File: src/rtl/if_fetch_queue.sv
// if_fetch_queue: instruction fetch stage with a credit-checked prefetch FIFO.
// Drives the PC and issues reads to synchronous program memory (1-cycle latency).
// Fetched words are buffered in a QUEUE_DEPTH-entry FIFO that ID drains via valid/ready.
// A branch redirect flushes the FIFO and drops the in-flight read.
// Optional feature macro: IF_FETCH_STATS_EN (flush / bubble statistics counters).
// Ports:
//   i_clock, i_reset          clock, async active-high reset
//   i_enable                  fetch enable (debug run/step)
//   i_redirect, i_redirect_addr  taken branch/jump and its target
//   o_imem_en, o_imem_addr    memory read request / address (= PC)
//   i_imem_data               read data, valid the cycle after o_imem_en
//   o_valid, i_ready          FIFO head handshake with ID
//   o_instruction             head word, NOP_INSTR when empty
//   o_pc_plus1                head address + 1, 0 when empty
//   o_pc                      current fetch PC
//   o_flush_count             redirects seen (stats build, else 0)
//   o_bubble_count            starved cycles (stats build, else 0)
module if_fetch_queue #(
  parameter int ADDR_WIDTH = 11,
  parameter int INSTR_WIDTH = 32,
  parameter int QUEUE_DEPTH = 4,
  parameter logic [ADDR_WIDTH-1:0] RESET_PC = '0,
  parameter logic [INSTR_WIDTH-1:0] NOP_INSTR = 32'h00210824
) (
  input  logic                   i_clock,
  input  logic                   i_reset,
  input  logic                   i_enable,
  input  logic                   i_redirect,
  input  logic [ADDR_WIDTH-1:0]  i_redirect_addr,
  output logic                   o_imem_en,
  output logic [ADDR_WIDTH-1:0]  o_imem_addr,
  input  logic [INSTR_WIDTH-1:0] i_imem_data,
  output logic                   o_valid,
  input  logic                   i_ready,
  output logic [INSTR_WIDTH-1:0] o_instruction,
  output logic [ADDR_WIDTH-1:0]  o_pc_plus1,
  output logic [ADDR_WIDTH-1:0]  o_pc,
  output logic [15:0]            o_flush_count,
  output logic [15:0]            o_bubble_count
);

  localparam int PTR_W = $clog2(QUEUE_DEPTH);
  localparam logic [PTR_W+1:0] DEPTH_V =
    (PTR_W+2)'(QUEUE_DEPTH);

  logic [ADDR_WIDTH-1:0] pc;
  logic [ADDR_WIDTH-1:0] tag;
  logic                  inflight;

  logic [PTR_W:0] wr_ptr;
  logic [PTR_W:0] rd_ptr;
  logic [PTR_W:0] count;
  logic [PTR_W+1:0] credit;
  logic [PTR_W-1:0] wr_idx;
  logic [PTR_W-1:0] rd_idx;

  logic [INSTR_WIDTH-1:0] q_instr [QUEUE_DEPTH];
  logic [ADDR_WIDTH-1:0]  q_pc1   [QUEUE_DEPTH];

  logic empty;
  logic full;
  logic issue;
  logic push;
  logic pop;

  assign wr_idx = wr_ptr[PTR_W-1:0];
  assign rd_idx = rd_ptr[PTR_W-1:0];
  assign count  = wr_ptr - rd_ptr;

  assign empty = (wr_ptr == rd_ptr);
  assign full  = (wr_ptr[PTR_W] != rd_ptr[PTR_W]) &&
                 (wr_idx == rd_idx);

  // Credits count the in-flight read as occupied and
  // ignore a same-cycle pop, so a response always fits.
  assign credit = {1'b0, count} +
                  (PTR_W+2)'(inflight);

  assign issue = ~i_reset & i_enable & ~i_redirect &
                 (credit < DEPTH_V);
  assign push  = inflight & ~i_redirect & ~full;
  assign pop   = ~empty & i_ready & ~i_redirect;

  always_ff @(posedge i_clock or posedge i_reset) begin
    if (i_reset) begin
      pc       <= RESET_PC;
      tag      <= RESET_PC;
      inflight <= 1'b0;
      wr_ptr   <= '0;
      rd_ptr   <= '0;
    end else if (i_redirect) begin
      pc       <= i_redirect_addr;
      inflight <= 1'b0;
      wr_ptr   <= '0;
      rd_ptr   <= '0;
    end else begin
      inflight <= issue;
      if (issue) begin
        pc  <= pc + ADDR_WIDTH'(1);
        tag <= pc;
      end
      if (push) wr_ptr <= wr_ptr + (PTR_W+1)'(1);
      if (pop)  rd_ptr <= rd_ptr + (PTR_W+1)'(1);
    end
  end

  // Storage needs no reset: it is only read when the
  // pointers say the slot holds a pushed word.
  always_ff @(posedge i_clock) begin
    if (push) begin
      q_instr[wr_idx] <= i_imem_data;
      q_pc1[wr_idx]   <= tag + ADDR_WIDTH'(1);
    end
  end

  assign o_imem_en     = issue;
  assign o_imem_addr   = pc;
  assign o_pc          = pc;
  assign o_valid       = ~empty;
  assign o_instruction = empty ? NOP_INSTR
                               : q_instr[rd_idx];
  assign o_pc_plus1    = empty ? '0 : q_pc1[rd_idx];

`ifdef IF_FETCH_STATS_EN
  logic [15:0] flush_q;
  logic [15:0] bubble_q;

  always_ff @(posedge i_clock or posedge i_reset) begin
    if (i_reset) begin
      flush_q  <= '0;
      bubble_q <= '0;
    end else begin
      if (i_redirect && flush_q != 16'hFFFF)
        flush_q <= flush_q + 16'd1;
      if (i_ready && empty && bubble_q != 16'hFFFF)
        bubble_q <= bubble_q + 16'd1;
    end
  end

  assign o_flush_count  = flush_q;
  assign o_bubble_count = bubble_q;
`else
  assign o_flush_count  = 16'h0000;
  assign o_bubble_count = 16'h0000;
`endif

endmodule

File: config.mk
export PLATFORM = sky130hd
export DESIGN_NAME = if_fetch_queue
export DESIGN_NICKNAME = d
export VERILOG_FILES = /design/src/rtl/if_fetch_queue.sv
export SDC_FILE = /design/constraint.sdc
export NUM_CORES = 1
export LEC_CHECK = 0
export CORE_MARGIN = 8
export CORE_UTILIZATION = 40
export DETAILED_ROUTE_END_ITERATION = 7
export PLACE_DENSITY = 0.73
export SYNTH_ARGS = -nofsm -noshare
export SYNTH_HDL_FRONTEND = slang
export SYNTH_SLANG_ARGS = --single-unit
File: constraint.sdc
create_clock -name i_clock -period 4.5 [get_ports i_clock]
set_clock_uncertainty 0.2 [all_clocks]
set_input_delay 0.45 -clock i_clock [delete_from_list [all_inputs] [get_ports i_clock]]
set_output_delay 0.45 -clock i_clock [all_outputs]
set_load 0.01 [all_outputs]
==> results of run 1 <==
[cell type report]
class                           instances  area (sq um)
Multi-Input combinational cell        246          2300
Timing Repair Buffer                  127          1240
Sequential cell                       201          5900
Clock buffer                           22           551
Inverter                               10          37.5
Antenna cell                            2          5.00
Clock inverter                         18           245
Fill cell                            1728         10300
Tap cell                              275           344
[routing by layer]
metal | vias to the layer above | part of all wire
li1 | 2032 | -
met1 | 2245 | 0.44
met2 | 176 | 0.48
met3 | 24 | 0.068
met4 | 0 | 0.015
met5 | - | 0
[worst register-to-register path, delay by kind of cell (launching register included)]
kind	cells	cell delay (ns)
xor gates and xnor gates	1	0.29
adders and majority gates	2	0.61
buffers and inverters	1	0.12
DFF	1	0.39
muxes	1	0.42
and+or+nand+nor	2	1.11
[synthesized netlist by cell type]
library cell,n,area share
a311o_1,1,0.0012
a31oi_1,4,0.0029
and2_1,5,0.0037
and3_1,3,0.0022
and4_1,1,0.0010
buf_2,5,0.0029
buf_4,43,0.038
buf_6,2,0.0026
clkbuf_1,14,0.0062
conb_1,1,0.00044
dfrtp_1,29,0.085
edfxtp_1,172,0.61
fa_1,1,0.0023
ha_1,9,0.013
inv_1,10,0.0044
mux2_2,10,0.013
mux2i_1,3,0.0035
mux4_2,43,0.11
nand2_1,13,0.0057
nand2b_1,1,0.00073
nand3_1,11,0.0065
nand4_1,3,0.0022
nor2_1,16,0.0070
nor2b_1,38,0.028
nor3_1,1,0.00059
nor3b_1,1,0.00088
nor4_1,2,0.0015
o211ai_1,4,0.0035
o21ai_0,9,0.0053
o311ai_0,1,0.0010
o31ai_1,2,0.0018
or2_2,6,0.0044
or3_2,2,0.0018
or3_4,1,0.0013
or4_1,3,0.0026
or4b_2,1,0.0012
xnor2_1,12,0.012
xor2_1,6,0.0062
xor3_2,1,0.0029
[final timing paths]
check,startpoint,to,slack (ns)
setup / recovery,rd_ptr[1]$_DFFE_PP0P_,o_instruction[5],0.73
hold / removal,i_redirect_addr[1],o_imem_addr[1]$_DFFE_PP0P_,0.30
setup reg to reg,wr_ptr[0]$_DFFE_PP0P_,tag[1]$_DFFE_PP0P_,1.24
hold reg to reg,tag[10]$_DFFE_PP0P_,tag[10]$_DFFE_PP0P_,0.35
max in group asynchronous,i_reset,rd_ptr[0]$_DFFE_PP0P_,2.98
min in group asynchronous,i_reset,o_imem_addr[1]$_DFFE_PP0P_,0.34
[cell usage in the layout, fill, tap and decap left out, types with 2 or more instances in the layout]
cell / count
nand3_1: 11
o211ai_1: 4
mux4_2: 43
mux2_2: 10
diode_2: 2
and3_1: 3
inv_1: 10
o31ai_1: 2
a31oi_1: 4
or3_2: 2
o21ai_0: 9
clkinv_2: 6
or4_1: 3
clkdlybuf4s50_1: 114
clkinv_8: 2
buf_4: 13
ha_1: 9
and2_2: 4
edfxtp_1: 172
xor2_1: 6
nand2_1: 13
clkinv_1: 2
dfrtp_1: 27
clkbuf_16: 22
nor4_1: 2
bufinv_16: 5
nor2b_1: 38
mux2i_1: 3
or2_2: 6
nand4_1: 3
conb_1: 32
xnor2_1: 12
nor2_1: 15
[power groups by stage]
stage	logic, mW	clock network, mW	registers, mW
floorplan	0.453	0	2.22
global placement	0.745	0	2.24
detailed placement	0.767	0	2.24
CTS	0.770	1.97	2.20
global route	0.821	2.04	2.21
finish	0.754	1.94	2.20
[logic make-up after synthesis]
kind of cell,after synthesis,synth area share
AO/OA/AOI/OAI,21,0.0157
AND/OR/NAND/NOR,108,0.0712
adder cells (fa/ha/maj),10,0.0156
other,1,0.000440
buffers and inverters,74,0.0540
XOR/XNOR,19,0.0214
multiplexers,56,0.130
flip-flops,201,0.691
[stage by stage]
step	power (mW)	std cells	utilization	instance area [sq um]
global placement	2.98	859	0.468	9820
finish	4.89	901	0.507	10600
floorplan	2.68	521	-	8640
detailed placement	3.01	859	0.468	9820
CTS	4.95	899	0.506	10600
global route	5.08	899	0.506	10600
[registers in the layout, indices dropped and copies added, names as in the netlist]
register / count
o_imem_addr: 11
inflight: 1
wr_ptr: 3
rd_ptr: 3
tag: 11
q_instr: 128
q_pc1: 44
==> flow_summary.yaml, run 1 <==
route:
  drc: 0
  via_per_inst: 4.97
  vias: 4477
  wl_per_cell_um: 19.4
  totalWireLength_mm: 17.5
  antenna_left: 0
  drtPass1Iterations: 4
  drt_iter0_drc: 288
worst_setup_path:
  cp-start-kind: "register"
  cp_num_buf_inv: 3
  reg2regPathDepth: 7
  crit_chain: "inv_1 > ha_1 > nand2_1 > nor2_4 > buf_4 > or2_2 > clkdlybuf4s50_1"
  crit_cells: 7
  cp.arrival_ns: 3.12
  critPathMaxStageDelay_ns: 0.58
  critPathKind: "reg -> out"
  worstPathMaxFanout: 23
  slowest_stage: "dfrtp_2"
  worst_path_dominant_cell_family: "buffers and inverters"
  cp-end-kind: "primary output"
  cp.required_ns: 3.85
timing:
  worst_pin_slew_ns: 1.08
  worst_slack_ns: 0.733
  finalHoldViolations: 0
  fmax_ghz: 0.265
  finalSetupViolations: 0
  relSlewSlack: 0.280
  fin_hold_ws_ns: 0.302
  finalCriticalPeriod_ns: 3.77
  tns_ns: 0
  rsz0062_at_grt: "no"
  fin_crit_sh: 0.837
  final_max_slew_viol_count: 0
yosys:
  synth_cell_types: 39
  avgSynthCellArea_sq_um: 17.4
  synth_cells: 490
  yosys_warnings: 0
  synth-seq-cells: 201
  syn-cell-area_sq_mm: 0.00852
  synth_seq_area_share: 0.691
clock_network:
  cts_resized: 0
  clk_latency_ns: 0.51
  cts.clk_slew.worst_paths_ns: 0.06
  cts_hold_buf: 0
  cts_sinks: 201
  cts_setup_buffers: 0
  cts_buffers: 22
  clockBufferDepth: 3
  htree_levels: 1
  cts-root-buf: "clkbuf_16"
  cts_tree: "built"
global_routing:
  antenna_found_initial: 0
  grt_use_met2: 0.215
  grt_pass1_wl_mm: 27.4
  top_usage_layer: "met2"
  gr-total-overflow: 0
  globalRouteMet3Util: 0.0311
  grt_usage: 0.131
  grt_max_degree: 46
  grt_pass1_vias: 4940
  grt_use_met1: 0.172
power:
  p_leak_nw: 3.59
  power_frac_seq: 0.450
  power_frac_comb: 0.154
  vdd_ir_drop_max_mv: 0.272
  power.share.clock: 0.396
  cellPowerDensity_mw_per_mm2: 461
  p_int_mw: 3.73
  p_sw_mw: 1.17
  netSwitchingFraction: 0.239
run_status:
  status: "finished clean"
die:
  start_util: 0.407
  rows: 53
  fp.dieW_um: 162
  die-height_um: 162
  io_pins: 147
  core_sq_mm: 0.0210
  dieArea_sq_mm: 0.0262
place:
  dp_hpwl_mm: 11.4
  io_buffers: 114
  pre_cts_ws_ns: 1.23
  gp_congestion: 0.861
finish:
  nets: 666
  area_delta_synth_final_pct: 24.6
  drive_gt1_frac: 0.196
hold_path:
  hp-class: "in -> reg"
  hold_depth: 3
run:
  cap_violations: 0
Power figures use the tool's default switching activity.
==> run 2, diff against run 1 <==
--- a/config.mk
+++ b/config.mk
@@ -8,7 +8,7 @@
 export CORE_MARGIN = 8
 export CORE_UTILIZATION = 40
 export DETAILED_ROUTE_END_ITERATION = 7
-export PLACE_DENSITY = 0.73
+export PLACE_DENSITY = 0.76
 export SYNTH_ARGS = -nofsm -noshare
 export SYNTH_HDL_FRONTEND = slang
 export SYNTH_SLANG_ARGS = --single-unit
==> constraint.sdc (replaced) <==
create_clock -name i_clock -period 3.2 [get_ports i_clock]
set_clock_uncertainty 0.2 [all_clocks]
set_input_delay 0.32 -clock i_clock [delete_from_list [all_inputs] [get_ports i_clock]]
set_output_delay 0.32 -clock i_clock [all_outputs]
set_load 0.01 [all_outputs]
==> run 2 against run 1 <==
Compared with the run above:
- critical endpoint is now o_pc_plus1[9]
- non-clock buffer count rose by 5
- global-route usage decreased by 0.67 points
- flip-flop and latch count unchanged
- highest routed layer unchanged
- cell area is 0.74% higher
- count of clock-buffer cells in the layout grew 4
- critical path type unchanged
- total power rose by 37%
- wire length is 2.9% lower
- cell count increased by 0.33%
- setup slack worse by 0.58 ns
- first-iteration DRC count is 14% lower
==> flow_summary.yaml, run 2 (synthesized netlist as in run 1, its figures left out) <==
run:
  cap_violations: 0
finish:
  final_common_cell: "edfxtp_1"
  drive_gt1_frac: 0.203
  final_cell_mix: "edfxtp_1, clkdlybuf4s50_1, mux4_2"
  multi_input_area_sq_mm: 0.00231
  fin_cells: 904
  seq_area_sq_mm: 0.00590
  n_antenna_cell: 0
  fill_cells: 1749
  largest_register_ffs: 128
  top_regs: "q_instr (128), q_pc1 (44)"
  largest_register: "q_instr"
  area_delta_synth_final_pct: 25.5
  nets: 671
timing:
  fin_crit_sh: 0.951
  final_max_slew_viol_count: 0
  tns_ns: 0
  finalSetupViolations: 0
  rsz0062_at_grt: "no"
  worst_pin_slew_ns: 0.684
  fmax_ghz: 0.329
  finalCriticalPeriod_ns: 3.04
  finalHoldViolations: 0
  relSlewSlack: 0.541
hold_path:
  hp-class: "in -> async"
route:
  vias: 4533
  via_per_inst: 5.01
  wl_per_cell_um: 18.8
  totalWireLength_mm: 17.0
  drt_iter0_drc: 247
  drtPass1Iterations: 4
  antenna_left: 0
  drc: 0
global_routing:
  grt_use_met2: 0.215
  grt_use_met1: 0.156
  grt_pass1_vias: 4948
  gr-total-overflow: 0
  top_usage_layer: "met2"
  grt_pass1_wl_mm: 26.1
  grt_max_degree: 46
  globalRouteMet3Util: 0.0291
  grt_usage: 0.125
  antenna_found_initial: 0
worst_setup_path:
  reg2reg_setup_slack_ns: 0.22
  reg2regPathDepth: 7
  cp.arrival_ns: 2.52
  crit_path_start: "rd_ptr[0]$_DFFE_PP0P_"
  cp-start-kind: "register"
  critPathKind: "reg -> out"
  cp-end-kind: "primary output"
  r2r-end: "o_imem_addr[9]$_DFFE_PP0P_"
  cp.required_ns: 2.68
  regToRegStartpoint: "rd_ptr[0]$_DFFE_PP0P_"
  worstPathMaxFanout: 32
  crit_path_end: "o_pc_plus1[9]"
die:
  core_sq_mm: 0.0210
  die-height_um: 162
  fp.dieW_um: 162
  dieArea_sq_mm: 0.0262
  start_util: 0.407
  rows: 53
  io_pins: 147
power:
  netSwitchingFraction: 0.236
  cellPowerDensity_mw_per_mm2: 628
  p_leak_nw: 3.60
  power.share.clock: 0.371
  p_sw_mw: 1.59
  vdd_ir_drop_max_mv: 0.263
  power_frac_comb: 0.167
  power_frac_seq: 0.461
  p_int_mw: 5.13
clock_network:
  htree_levels: 1
  clockBufferDepth: 3
  cts_hold_buf: 0
  cts_sinks: 201
  clk_latency_ns: 0.50
  cts.clk_slew.worst_paths_ns: 0.06
  cts_tree: "built"
  cts-root-buf: "clkbuf_16"
  cts_buffers: 22
place:
  dp_cells: 857
  io_buffers: 114
  gp_congestion: 0.855
  dp_hpwl_mm: 10.4
run_status:
  status: "finished clean"
==> run 2: cell types whose count changed in the layout (fill, tap and decap cells not counted), moves of 3 or more <==
cell        before  now
buf_12           0    5
clkbuf_1         0    4
buf_4           13   10
clkinvlp_4       1    4
==> run 2: stage by stage <==
| stage | setup WS, ns | power (mW) | util | hold slack [ns] | area, sq um |
|---|---|---|---|---|---|
| detailed placement | 0.209 | 4.25 | 0.471 | 0.332 | 9880 |
| CTS | 0.00315 | 6.77 | 0.507 | 0.000450 | 10600 |
| global route | 0.0580 | 6.99 | 0.510 | 0.0390 | 10700 |
| global placement | 0.292 | 4.22 | 0.471 | 0.320 | 9880 |
| finish | 0.157 | 6.71 | 0.510 | 0.0177 | 10700 |
| floorplan | 0.196 | 3.76 | - | 0.198 | 8640 |
==> run 2: what timing repair did <==
item                                    in CTS  in global routing
endpoints found under the setup margin       5                  8
pin swaps                                    1                  1
resized for setup                            5                  3
cloned                                       0                  1
buffers inserted                             1                  5
==> run 2: worst min-delay path by stage <==
stage,from,slack (ns),to
2_1_floorplan,i_reset,0.20,inflight$_DFF_PP0_
3_3_place_gp,tag[10]$_DFFE_PP0P_,0.32,tag[10]$_DFFE_PP0P_
3_5_place_dp,tag[10]$_DFFE_PP0P_,0.33,tag[10]$_DFFE_PP0P_
4_1_cts,i_reset,0.0004,o_imem_addr[9]$_DFFE_PP0P_
5_1_grt,i_reset,0.04,inflight$_DFF_PP0_
6_report,i_reset,0.02,tag[7]$_DFFE_PP0P_
==> run 2: power groups by stage <==
stage | clock [mW] | combinational (mW) | sequential (mW)
CTS | 2.56 | 1.12 | 3.10
global placement | 0 | 1.07 | 3.14
finish | 2.49 | 1.12 | 3.10
global route | 2.66 | 1.22 | 3.11
detailed placement | 0 | 1.10 | 3.15
floorplan | 0 | 0.637 | 3.13
==> run 2: layer usage <==
metal	wire length (um)	vias up
met2	8370	177
met3	1140	21
li1	-	2035
met1	7320	2300
met4	183	0
met5	0	-
==> run 2: critical path: stages, from the launching register on <==
cell             delay, ns
dfrtp_4               0.50
ha_1                  0.32
nand2_2               0.14
nor2_4                0.07
buf_12                0.18
nor2b_1               0.22
clkdlybuf4s50_1       0.58
==> run 2: area by class of cell <==
class,count,area share
inverter,10,0.00351
clock inverter,14,0.0159
clock buffer,26,0.0529
sequential,201,0.551
timing repair buffer,132,0.129
multi-input combinational,246,0.216
tap,275,0.0322
